File: src/rtl/cov_scan_pkg.sv
// Shared types and sizing helpers for the coverage scan controller.
// Optional feature macro used by the top: COV_SCAN_AUTO_REARM_EN.
package cov_scan_pkg;

    localparam int DEF_NUM_POINTS = 14;
    localparam int DEF_WINDOW_W   = 16;

    typedef enum logic [2:0] {
        ST_IDLE,
        ST_CLEAR,
        ST_ARMED,
        ST_SCAN,
        ST_REPORT
    } cov_scan_state_e;

    // Width of the point select; never narrower than one bit.
    function automatic int sel_width(input int n);
        return (n > 1) ? $clog2(n) : 1;
    endfunction

    // Width able to hold a count from 0 to n inclusive.
    function automatic int cnt_width(input int n);
        return $clog2(n + 1);
    endfunction

endpackage

File: src/rtl/cov_window_cnt.sv
// Loadable down-counter timing the coverage measurement window.
// A loaded value of zero means the window is unbounded; the counter then
// holds at zero and never expires.
module cov_window_cnt
    import cov_scan_pkg::*;
#(
    parameter int WINDOW_W = DEF_WINDOW_W
) (
    input  logic                i_clk,
    input  logic                i_rst,
    input  logic                i_load,
    input  logic [WINDOW_W-1:0] i_load_val,
    input  logic                i_dec,
    output logic                o_expire,
    output logic                o_unbounded
);

    logic [WINDOW_W-1:0] r_count;

    // Load has priority over decrement; decrement stops at zero.
    always_ff @(posedge i_clk) begin
        if (i_rst) begin
            r_count <= '0;
        end else if (i_load) begin
            r_count <= i_load_val;
        end else if (i_dec && (r_count != '0)) begin
            r_count <= r_count - 1'b1;
        end
    end

    assign o_expire    = i_dec && (r_count == WINDOW_W'(1));
    assign o_unbounded = (r_count == '0);

endmodule

File: src/rtl/cov_scan_ctrl.sv
// Run-time sequencer for coverage instrumentation: optionally clears the
// counters, opens a timed or stop-terminated enable window, scans every
// coverage point through the select/hit mux and reports the covered count.
// Optional feature macro: COV_SCAN_AUTO_REARM_EN (adds auto_rearm input).
module cov_scan_ctrl
    import cov_scan_pkg::*;
#(
    parameter int NUM_POINTS = DEF_NUM_POINTS,
    parameter int WINDOW_W   = DEF_WINDOW_W,
    parameter int SEL_W      = sel_width(NUM_POINTS),
    parameter int CNT_W      = cnt_width(NUM_POINTS)
) (
    input  logic                clock,
    input  logic                reset,
    input  logic                start,
    input  logic                stop,
    input  logic                clear_on_start,
    input  logic [WINDOW_W-1:0] window_cycles,
    output logic                cov_en,
    output logic                cov_clr,
    output logic [SEL_W-1:0]    pt_sel,
    input  logic                pt_hit,
    output logic                res_valid,
    input  logic                res_ready,
    output logic [CNT_W-1:0]    res_covered,
    output logic [CNT_W-1:0]    res_total,
`ifdef COV_SCAN_AUTO_REARM_EN
    input  logic                auto_rearm,
`endif
    output logic                busy
);

    localparam logic [SEL_W-1:0] LAST_SEL = SEL_W'(NUM_POINTS - 1);
    localparam logic [CNT_W-1:0] TOTAL    = CNT_W'(NUM_POINTS);

    cov_scan_state_e     r_state;
    cov_scan_state_e     w_next;
    logic [SEL_W-1:0]    r_pt_sel;
    logic [CNT_W-1:0]    r_acc;
    logic                w_load;
    logic [WINDOW_W-1:0] w_load_val;
    logic                w_dec;
    logic                w_expire;
    logic                w_unbounded;

    cov_window_cnt #(
        .WINDOW_W (WINDOW_W)
    ) u_window (
        .i_clk       (clock),
        .i_rst       (reset),
        .i_load      (w_load),
        .i_load_val  (w_load_val),
        .i_dec       (w_dec),
        .o_expire    (w_expire),
        .o_unbounded (w_unbounded)
    );

`ifdef COV_SCAN_AUTO_REARM_EN
    logic [WINDOW_W-1:0] r_win_cap;
    logic                r_cancel;

    // Remember the last accepted window length and any stop seen in REPORT.
    always_ff @(posedge clock) begin
        if (reset) begin
            r_win_cap <= '0;
            r_cancel  <= 1'b0;
        end else begin
            if ((r_state == ST_IDLE) && start) begin
                r_win_cap <= window_cycles;
            end
            r_cancel <= (r_state == ST_REPORT) && (r_cancel || stop);
        end
    end
`endif

    // State register.
    always_ff @(posedge clock) begin
        if (reset) begin
            r_state <= ST_IDLE;
        end else begin
            r_state <= w_next;
        end
    end

    // Next-state decode and Moore outputs.
    always_comb begin
        w_next     = r_state;
        w_load     = 1'b0;
        w_load_val = window_cycles;
        w_dec      = 1'b0;
        cov_en     = 1'b0;
        cov_clr    = 1'b0;
        res_valid  = 1'b0;
        busy       = (r_state != ST_IDLE);
        case (r_state)
            ST_IDLE: begin
                if (start) begin
                    w_load = 1'b1;
                    w_next = clear_on_start ? ST_CLEAR : ST_ARMED;
                end
            end
            ST_CLEAR: begin
                cov_clr = 1'b1;
                w_next  = ST_ARMED;
            end
            ST_ARMED: begin
                cov_en = 1'b1;
                w_dec  = !w_unbounded;
                if (stop || w_expire) begin
                    w_next = ST_SCAN;
                end
            end
            ST_SCAN: begin
                if (r_pt_sel == LAST_SEL) begin
                    w_next = ST_REPORT;
                end
            end
            ST_REPORT: begin
                res_valid = 1'b1;
                if (res_ready) begin
                    w_next = ST_IDLE;
`ifdef COV_SCAN_AUTO_REARM_EN
                    // A stop on the handshake cycle itself also cancels.
                    if (auto_rearm && !r_cancel && !stop) begin
                        w_next     = ST_ARMED;
                        w_load     = 1'b1;
                        w_load_val = r_win_cap;
                    end
`endif
                end
            end
            default: begin
                w_next = ST_IDLE;
            end
        endcase
    end

    // Point select walk and saturating covered-point accumulator.
    always_ff @(posedge clock) begin
        if (reset) begin
            r_pt_sel <= '0;
            r_acc    <= '0;
        end else if ((r_state == ST_ARMED) && (w_next == ST_SCAN)) begin
            r_pt_sel <= '0;
            r_acc    <= '0;
        end else if (r_state == ST_SCAN) begin
            if (pt_hit && (r_acc != TOTAL)) begin
                r_acc <= r_acc + 1'b1;
            end
            r_pt_sel <= (r_pt_sel == LAST_SEL) ? '0 : r_pt_sel + 1'b1;
        end
    end

    assign pt_sel      = r_pt_sel;
    assign res_covered = r_acc;
    assign res_total   = TOTAL;

endmodule
File: config.mk
export PLATFORM = sky130hd
export DESIGN_NAME = cov_scan_ctrl
export DESIGN_NICKNAME = d
export VERILOG_FILES = /design/src/rtl/cov_scan_pkg.sv /design/src/rtl/cov_window_cnt.sv /design/src/rtl/cov_scan_ctrl.sv
export SDC_FILE = /design/constraint.sdc
export NUM_CORES = 1
export LEC_CHECK = 0
export ABC_AREA = 1
export ABC_CLOCK_PERIOD_IN_PS = 1700
export CORE_ASPECT_RATIO = 1.4
export CORE_MARGIN = 5
export CORE_UTILIZATION = 35
export DETAILED_ROUTE_END_ITERATION = 10
export SLEW_MARGIN = 20
export SYNTH_ARGS = -nofsm -noshare
export SYNTH_HDL_FRONTEND = slang
export SYNTH_SLANG_ARGS = --single-unit
File: constraint.sdc
create_clock -name clock -period 1.7 [get_ports clock]
set_clock_uncertainty 0.15 [all_clocks]
set_input_delay 0.255 -clock clock [delete_from_list [all_inputs] [get_ports clock]]
set_output_delay 0.255 -clock clock [all_outputs]
set_load 0.005 [all_outputs]
==> metrics.md, run 1 <==
| Metric | Value |
|---|---|
| Status | complete, no violations |
| Fill cell count | 551 |
| Met3 GRT Util | 1.760% |
| WL/cell | 11.69 microns |
| Layout cell share with drive strength beyond 1 | about 25% |
| GRT Resource Usage Total | about 15% |
| Sequential Area | roughly 550 sq um |
| M2 GR Usage | 30.98% |
| Crit path kind | register to register |
| Seq cells post-synth | 27 |
| First-pass GRT wire length | between 8000 and 9000 microns |
| Crit path DAT | 1650 ps |
| Clock Latency Late Sink | between 200 and 300 ps |
| Worst vdd ir | 0.6400 mV |
| Final slew viol count | 0 |
| RR Endpoint | u_window.r_count[15] |
| RD Place Congestion | around 0.81 |
| CP max FO | 12 |
| Largest net degree at the start of global routing | 19 |
| Max-cap viol count | 0 |
| Highest clock rate | slightly above 600 MHz |
| Worst min-delay path startpoint | r_state[2] |
| Grt peak-use layer | met2 |
| Clk buf depth | 2 |
| HPWL after DPL | 4152 microns |
| Area Overhead vs Synth | 44.18% |
| Initial DRC Count | 99 |
| Via-per-instance ratio | 4.811 |
| Final wirelength | between 5000 and 6000 microns |
| Ant diodes | 0 |
| Pwr dens | 1191 nW/um^2 |
| R2R depth | 8 |
| Syn Area/Cell | 6.281 sq um |
| CTS Hold Bufs | 0 |
| Tcrit/Tclk final | 95.79% |
| Initial antenna violation count | 0 |
| Synth Area in Simple Gates | 42.65% |
| Post-synthesis xor/xnor area fraction | under 10% |
| Final Hold Fails | 0 |
| Place WS | -104.5 ps |
| Synth cell types | 34 |
| Die W | 71.81 microns |
| Multi-input logic area | 1206 sq um |
| Cell count after synthesis | 298 |
| Final Core Density | 51.93% |
| Placed Instances | 425 |
| Leak Pwr | 0.001236 uW |
| WP data required | 1720 ps |
| Final setup vio count | 0 |
| Reg-to-Reg Start | r_state[1] |
| Tmin final | roughly 1600 ps |
| Clock tree sinks | 27 |
| Largest family of logic cells by synthesized area | simple AND/OR/NAND/NOR gates |
| Cell Rows | 31 |
| Mux share of post-synthesis cell area | 0% |
| Pre-Repair DR Iteration Count | 4 |
| DR vias | about 2100 |
| Setup WS post-layout | about 70 ps |
| Met1 Usage GRT | 16.06% |
| Vias in the first global route | just over 2000 |
| Power consumption | approximately 3200 uW |
| Clk root buf | clkbuf_8 |
| Cell Area, Synth | 1872 sq um |
| FF-to-FF setup slack | between 70 and 80 ps |
| Initial Util | 36.01% |
| Nets | between 300 and 400 |
| Hold path depth | 1 |
| Die area | slightly below 7000 sq um |
| Io pins | 39 |
| Die H | 96.53 microns |
| Synth Area in Compound Gates | around 12% |
| DRC viols | 0 |
| Clock transition at path regs | roughly 90 ps |
| CTS tree | built |
| Remaining Overflow, GRT | 0 |
| Startpoint types | register |
| Synth warn | 0 |
| Hold Crit Endpoint | r_state[2] |
| H-tree depth | 1 |
| Post-Synth Adder-Cell Area | ~2.7% |
| Inserted Clock Buffers | 3 |
| Core area | a little over 5000 sq um |
| Final Non-Filler Cells | between 400 and 500 |
| Antenna-violating nets left | 0 |
| Crit end category | register |
| Worst min path class | register to register |
| I/O Buffers | 34 |
| Sequential share of the synthesized area | around 29% |
## cells in the final DEF (no fill, tap or decap), types with 11 or more instances in the layout
cell type / instances
nand3_1: 34
o21ai_0: 11
nor2_1: 45
nand2_1: 60
clkdlybuf4s50_1: 30
inv_1: 31
buf_4: 36
dfxtp_1: 22
## flip-flops by register name (all words and copies together), names as in the netlist
| signal | cells |
|---|---|
| pt_sel | 4 |
| r_state | 3 |
| res_covered | 4 |
| u_window.r_count | 16 |
## timing repair
| action | in CTS | in global routing |
|---|---|---|
| endpoints found under the hold margin | 0 | 0 |
| gates resized for setup | 11 | 26 |
| pin swaps | 1 | 6 |
| buffers inserted | 3 | 1 |
| setup endpoints to repair | 5 | 26 |
## how the worst max path moves through the flow
stage | start | slack, ps | endpoint | cells after the start
finish | r_state[1] | 70 | u_window.r_count[15] | 8
floorplan | u_window.r_count[0] | 5 | u_window.r_count[13] | 10
global placement | start | -100 | u_window.r_count[5] | 6
global route | u_window.r_count[0] | -10 | u_window.r_count[2] | 11
detailed placement | start | -100 | u_window.r_count[0] | 8
CTS | r_state[2] | -100 | cov_en | 4
## synthesized netlist by cell type
master / instances / share of area, %
nand2_1: 63 / 13
nor2_1: 52 / 10
nand3_1: 35 / 9.4
inv_1: 32 / 6.4
dfxtp_1: 27 / 29
o21ai_0: 12 / 3.2
a21oi_1: 8 / 2.1
or2_2: 8 / 2.7
o21ai_1: 7 / 1.9
a21oi_2: 4 / 1.9
buf_4: 4 / 1.6
clkbuf_1: 4 / 0.80
ha_1: 4 / 2.7
inv_2: 3 / 0.60
nand4_1: 3 / 1.0
nor3_1: 3 / 0.80
o21bai_1: 3 / 1.2
xor2_1: 3 / 1.4
buf_2: 2 / 0.53
conb_1: 2 / 0.40
nand2_2: 2 / 0.67
nand2_4: 2 / 1.2
nor2_2: 2 / 0.67
nor2_4: 2 / 1.2
o211ai_1: 2 / 0.80
a211o_1: 1 / 0.47
a221oi_1: 1 / 0.47
buf_8: 1 / 0.80
clkinv_2: 1 / 0.27
nand2_8: 1 / 1.1
nand3_2: 1 / 0.53
nand3b_1: 1 / 0.40
o221ai_1: 1 / 0.47
xnor2_1: 1 / 0.47
## per-layer routing
| metal | vias up | share of wire [%] |
|---|---|---|
| met4 | 0 | 1.0 |
| met3 | 6 | 4.4 |
| met5 | - | 0 |
| li1 | 1083 | - |
| met1 | 949 | 39 |
| met2 | 45 | 55 |
## cell type report
cell class | count | area share, %
Multi-Input combinational cell | 226 | 44.69
Timing Repair Buffer | 74 | 24.90
Sequential cell | 27 | 20.45
Inverter | 36 | 5.239
Tap cell | 66 | 3.060
Clock buffer | 4 | 1.669
## power by group
part | internal (uW) | switching (uW)
combinational | 903 | 1050
clock | 168 | 201
sequential | 753 | 135
total | 1820 | 1390
## logic make-up (layout without fill, tap and decap cells)
logic type	Yosys count	in the layout
AO/OA/AOI/OAI	39	39
XOR/XNOR	4	4
adder cells (fa/ha/maj)	4	4
buffers and inverters	47	114
flip-flops	27	27
other	2	4
AND/OR/NAND/NOR	175	175
## worst max-delay path: stages (launching register included)
cell and delay [ps]:
dfxtp_4 370, nor2_4 110, buf_4 120, nand3_2 80
buf_12 170, buf_12 130, or2_2 260, nand3_1 100
a21oi_2 50
## stage by stage
stage | hold WS [ps] | instance area [sq um] | TNS, ps
3_5_place_dp | 357.0 | 2515 | -1176
4_1_cts | 335.7 | 2600 | -103.9
5_1_grt | 362.8 | 2699 | -12.92
3_3_place_gp | 352.8 | 2515 | -943.6
6_report | 335.6 | 2699 | 0
2_1_floorplan | 303.8 | 1879 | 0
(Power assumes the default switching activity.)
==> run 2, diff against run 1 <==
--- a/config.mk
+++ b/config.mk
@@ -8,7 +8,7 @@
 export ABC_AREA = 1
 export ABC_CLOCK_PERIOD_IN_PS = 1700
 export CORE_ASPECT_RATIO = 1.4
-export CORE_MARGIN = 5
+export CORE_MARGIN = 1
 export CORE_UTILIZATION = 35
 export DETAILED_ROUTE_END_ITERATION = 10
 export SLEW_MARGIN = 20
==> run 2 against run 1 <==
- utilization is 1.1 points higher
- sequential cell count is the same
- critical path depth shrank 3
==> metrics.md, run 2 (synthesis results as in run 1) <==
| Metric | Value |
|---|---|
| Die area | approximately 5600 sq um |
| Inserted Clock Buffers | 3 |
| HPWL after DPL | approximately 3800 microns |
| CTS tree | built |
| Cell Rows | 31 |
| Area Overhead vs Synth | 46.12% |
| Pwr dens | roughly 1200 nW/um^2 |
| Die H | ~89 microns |
| Final Non-Filler Cells | about 430 |
| Antenna-violating nets left | 0 |
| CP Capture Point | cov_en |
| Final setup vio count | 0 |
| Max reg flops | 16 |
| Final slew viol count | 0 |
| Io pins | 39 |
| Crit path DAT | ~1300 ps |
| Most frequent CP cell | inv_2 |
| Initial Util | 36.28% |
| Crit-path cells | buf_4 -> inv_2 -> nand3_2 -> inv_2 -> dlygate4sd2_1 |
| CTS Hold Bufs | 0 |
| Clock Latency Late Sink | ~290 ps |
| CP max FO | 3 |
| Multi-input logic area | between 1000 and 1500 sq um |
| Clk root buf | clkbuf_8 |
| I/O Buffers | 34 |
| WP buf/inv | 4 |
| Core area | slightly above 5000 sq um |
| FF-to-FF setup slack | 30 ps |
| Leak Pwr | 0.001230 uW |
| H-tree depth | 1 |
| Clock transition at path regs | about 110 ps |
| WL/cell | ~12 microns |
| Max-cap viol count | 0 |
| First-pass GRT wire length | 8135 microns |
| Pre-Repair DR Iteration Count | 4 |
| Commonest cells after routing, fill and taps aside | nand2_1, nor2_1, nand3_1, buf_4, clkdlybuf4s50_1 |
| Layout cell share with drive strength beyond 1 | between 20% and 30% |
| Largest Register | u_window.r_count |
| Critical path depth in cells | 5 |
| Kind of cell adding the most delay to the critical path | buffers and inverters |
| Worst min path class | register to register |
| WP data required | 1290 ps |
| Nets | 394 |
| Largest net degree at the start of global routing | 21 |
| Final Hold Fails | 0 |
| Crit end category | output pin |
| Reg-to-Reg Start | u_window.r_count[9] |
| Vias in the first global route | 1890 |
| R2R depth | 11 |
| DR vias | roughly 2100 |
| Startpoint types | register |
| Worst vdd ir | between 0.6 and 0.7 mV |
| Max incr delay on CP | 350 ps |
| RD Place Congestion | 0.8955 |
| RSZ-0062 raised after global routing | yes |
| Hold Slack | about 370 ps |
| Setup tns final | 0 ps |
| Slowest stage cell, crit path | dfxtp_2 |
| GRT Resource Usage Total | 18.33% |
| RR Endpoint | u_window.r_count[10] |
| Via-per-instance ratio | around 4.8 |
| Crit path launch | r_state[0] |
| Tcrit/Tclk final | a little over nine tenths |
| Initial antenna violation count | 0 |
| Die W | between 60 and 70 microns |
| Initial DRC Count | 75 |
| Tmin final | between 1500 and 2000 ps |
| Remaining Overflow, GRT | 0 |
| Clk buf depth | 2 |
| Status | complete, no violations |
| Commonest non-fill, non-tap cell in the layout | nand2_1 |
| Highest clock rate | 597.6 MHz |
| Sequential Area | 549.3 sq um |
| Fill cell count | ~530 |
| DRC viols | 0 |
| Clock tree sinks | 27 |
| Placed Instances | around 420 |
| Crit path kind | register to output pin |
| Final wirelength | 5177 microns |
| Ant diodes | 0 |
==> run 2: cell types whose count changed in the layout (fill, tap and decap cells not counted), sizes merged <==
cell,before,now
dlymetal6s2s,1,0
dlygate4sd2,3,4
clkbuf,4,6
buf,40,37
==> run 2: where the power goes <==
part	leakage (uW)	switching (uW)	internal (uW)
sequential	0.000223	139	756
combinational	0.000984	1090	929
clock	0.0000228	224	169
total	0.00123	1460	1850
==> run 2: routing by layer <==
| layer | track usage [%] | routed length [microns] |
|---|---|---|
| met1 | 19.36 | 2081 |
| met2 | 36.94 | 2840 |
| met3 | 1.546 | 187 |
| met4 | 7.025 | 68 |
| met5 | 0 | 0 |
==> run 2: how the worst min path moves through the flow <==
stage / from / endpoint / slack (ps) / cells after the start
4_1_cts: r_state[2] / r_state[2] / 360 / 1
6_report: pt_sel[0] / pt_sel[0] / 370 / 2
2_1_floorplan: res_ready / r_state[2] / 300 / 2
5_1_grt: u_window.r_count[14] / u_window.r_count[14] / 390 / 2
3_5_place_dp: r_state[2] / r_state[2] / 350 / 1
3_3_place_gp: u_window.r_count[14] / u_window.r_count[14] / 350 / 2
==> run 2: layout make-up <==
type | instances | share of cell area [%]
Clock buffer | 4 | 1.647
Timing Repair Buffer | 73 | 25.89
Sequential cell | 27 | 20.08
Inverter | 36 | 5.398
Multi-Input combinational cell | 226 | 43.96
Tap cell | 66 | 3.019
==> run 2: repair_timing <==
| action | CTS | global route |
|---|---|---|
| gates cloned | 0 | 2 |
| resized for setup | 16 | 23 |
| buffers inserted | 5 | 4 |
| endpoints found under the setup margin | 24 | 18 |
| pin swaps | 2 | 10 |
==> run 2: stage by stage <==
stage | util, % | cell area [sq um] | power, uW | setup slack [ps]
2_1_floorplan | - | 1879 | 2005 | 5.129
3_3_place_gp | 48.07 | 2480 | 2646 | -85.65
3_5_place_dp | 48.07 | 2480 | 2663 | -82.35
4_1_cts | 50.18 | 2589 | 3107 | 14.50
5_1_grt | 53.02 | 2735 | 3581 | -83.06
6_report | 53.02 | 2735 | 3310 | 26.64
==> run 2: worst min-delay path: cells and delay by family, from the launching register on <==
kind            cells  cell delay, ps
flops               1             360
simple gates        1              70
compound gates      1              50
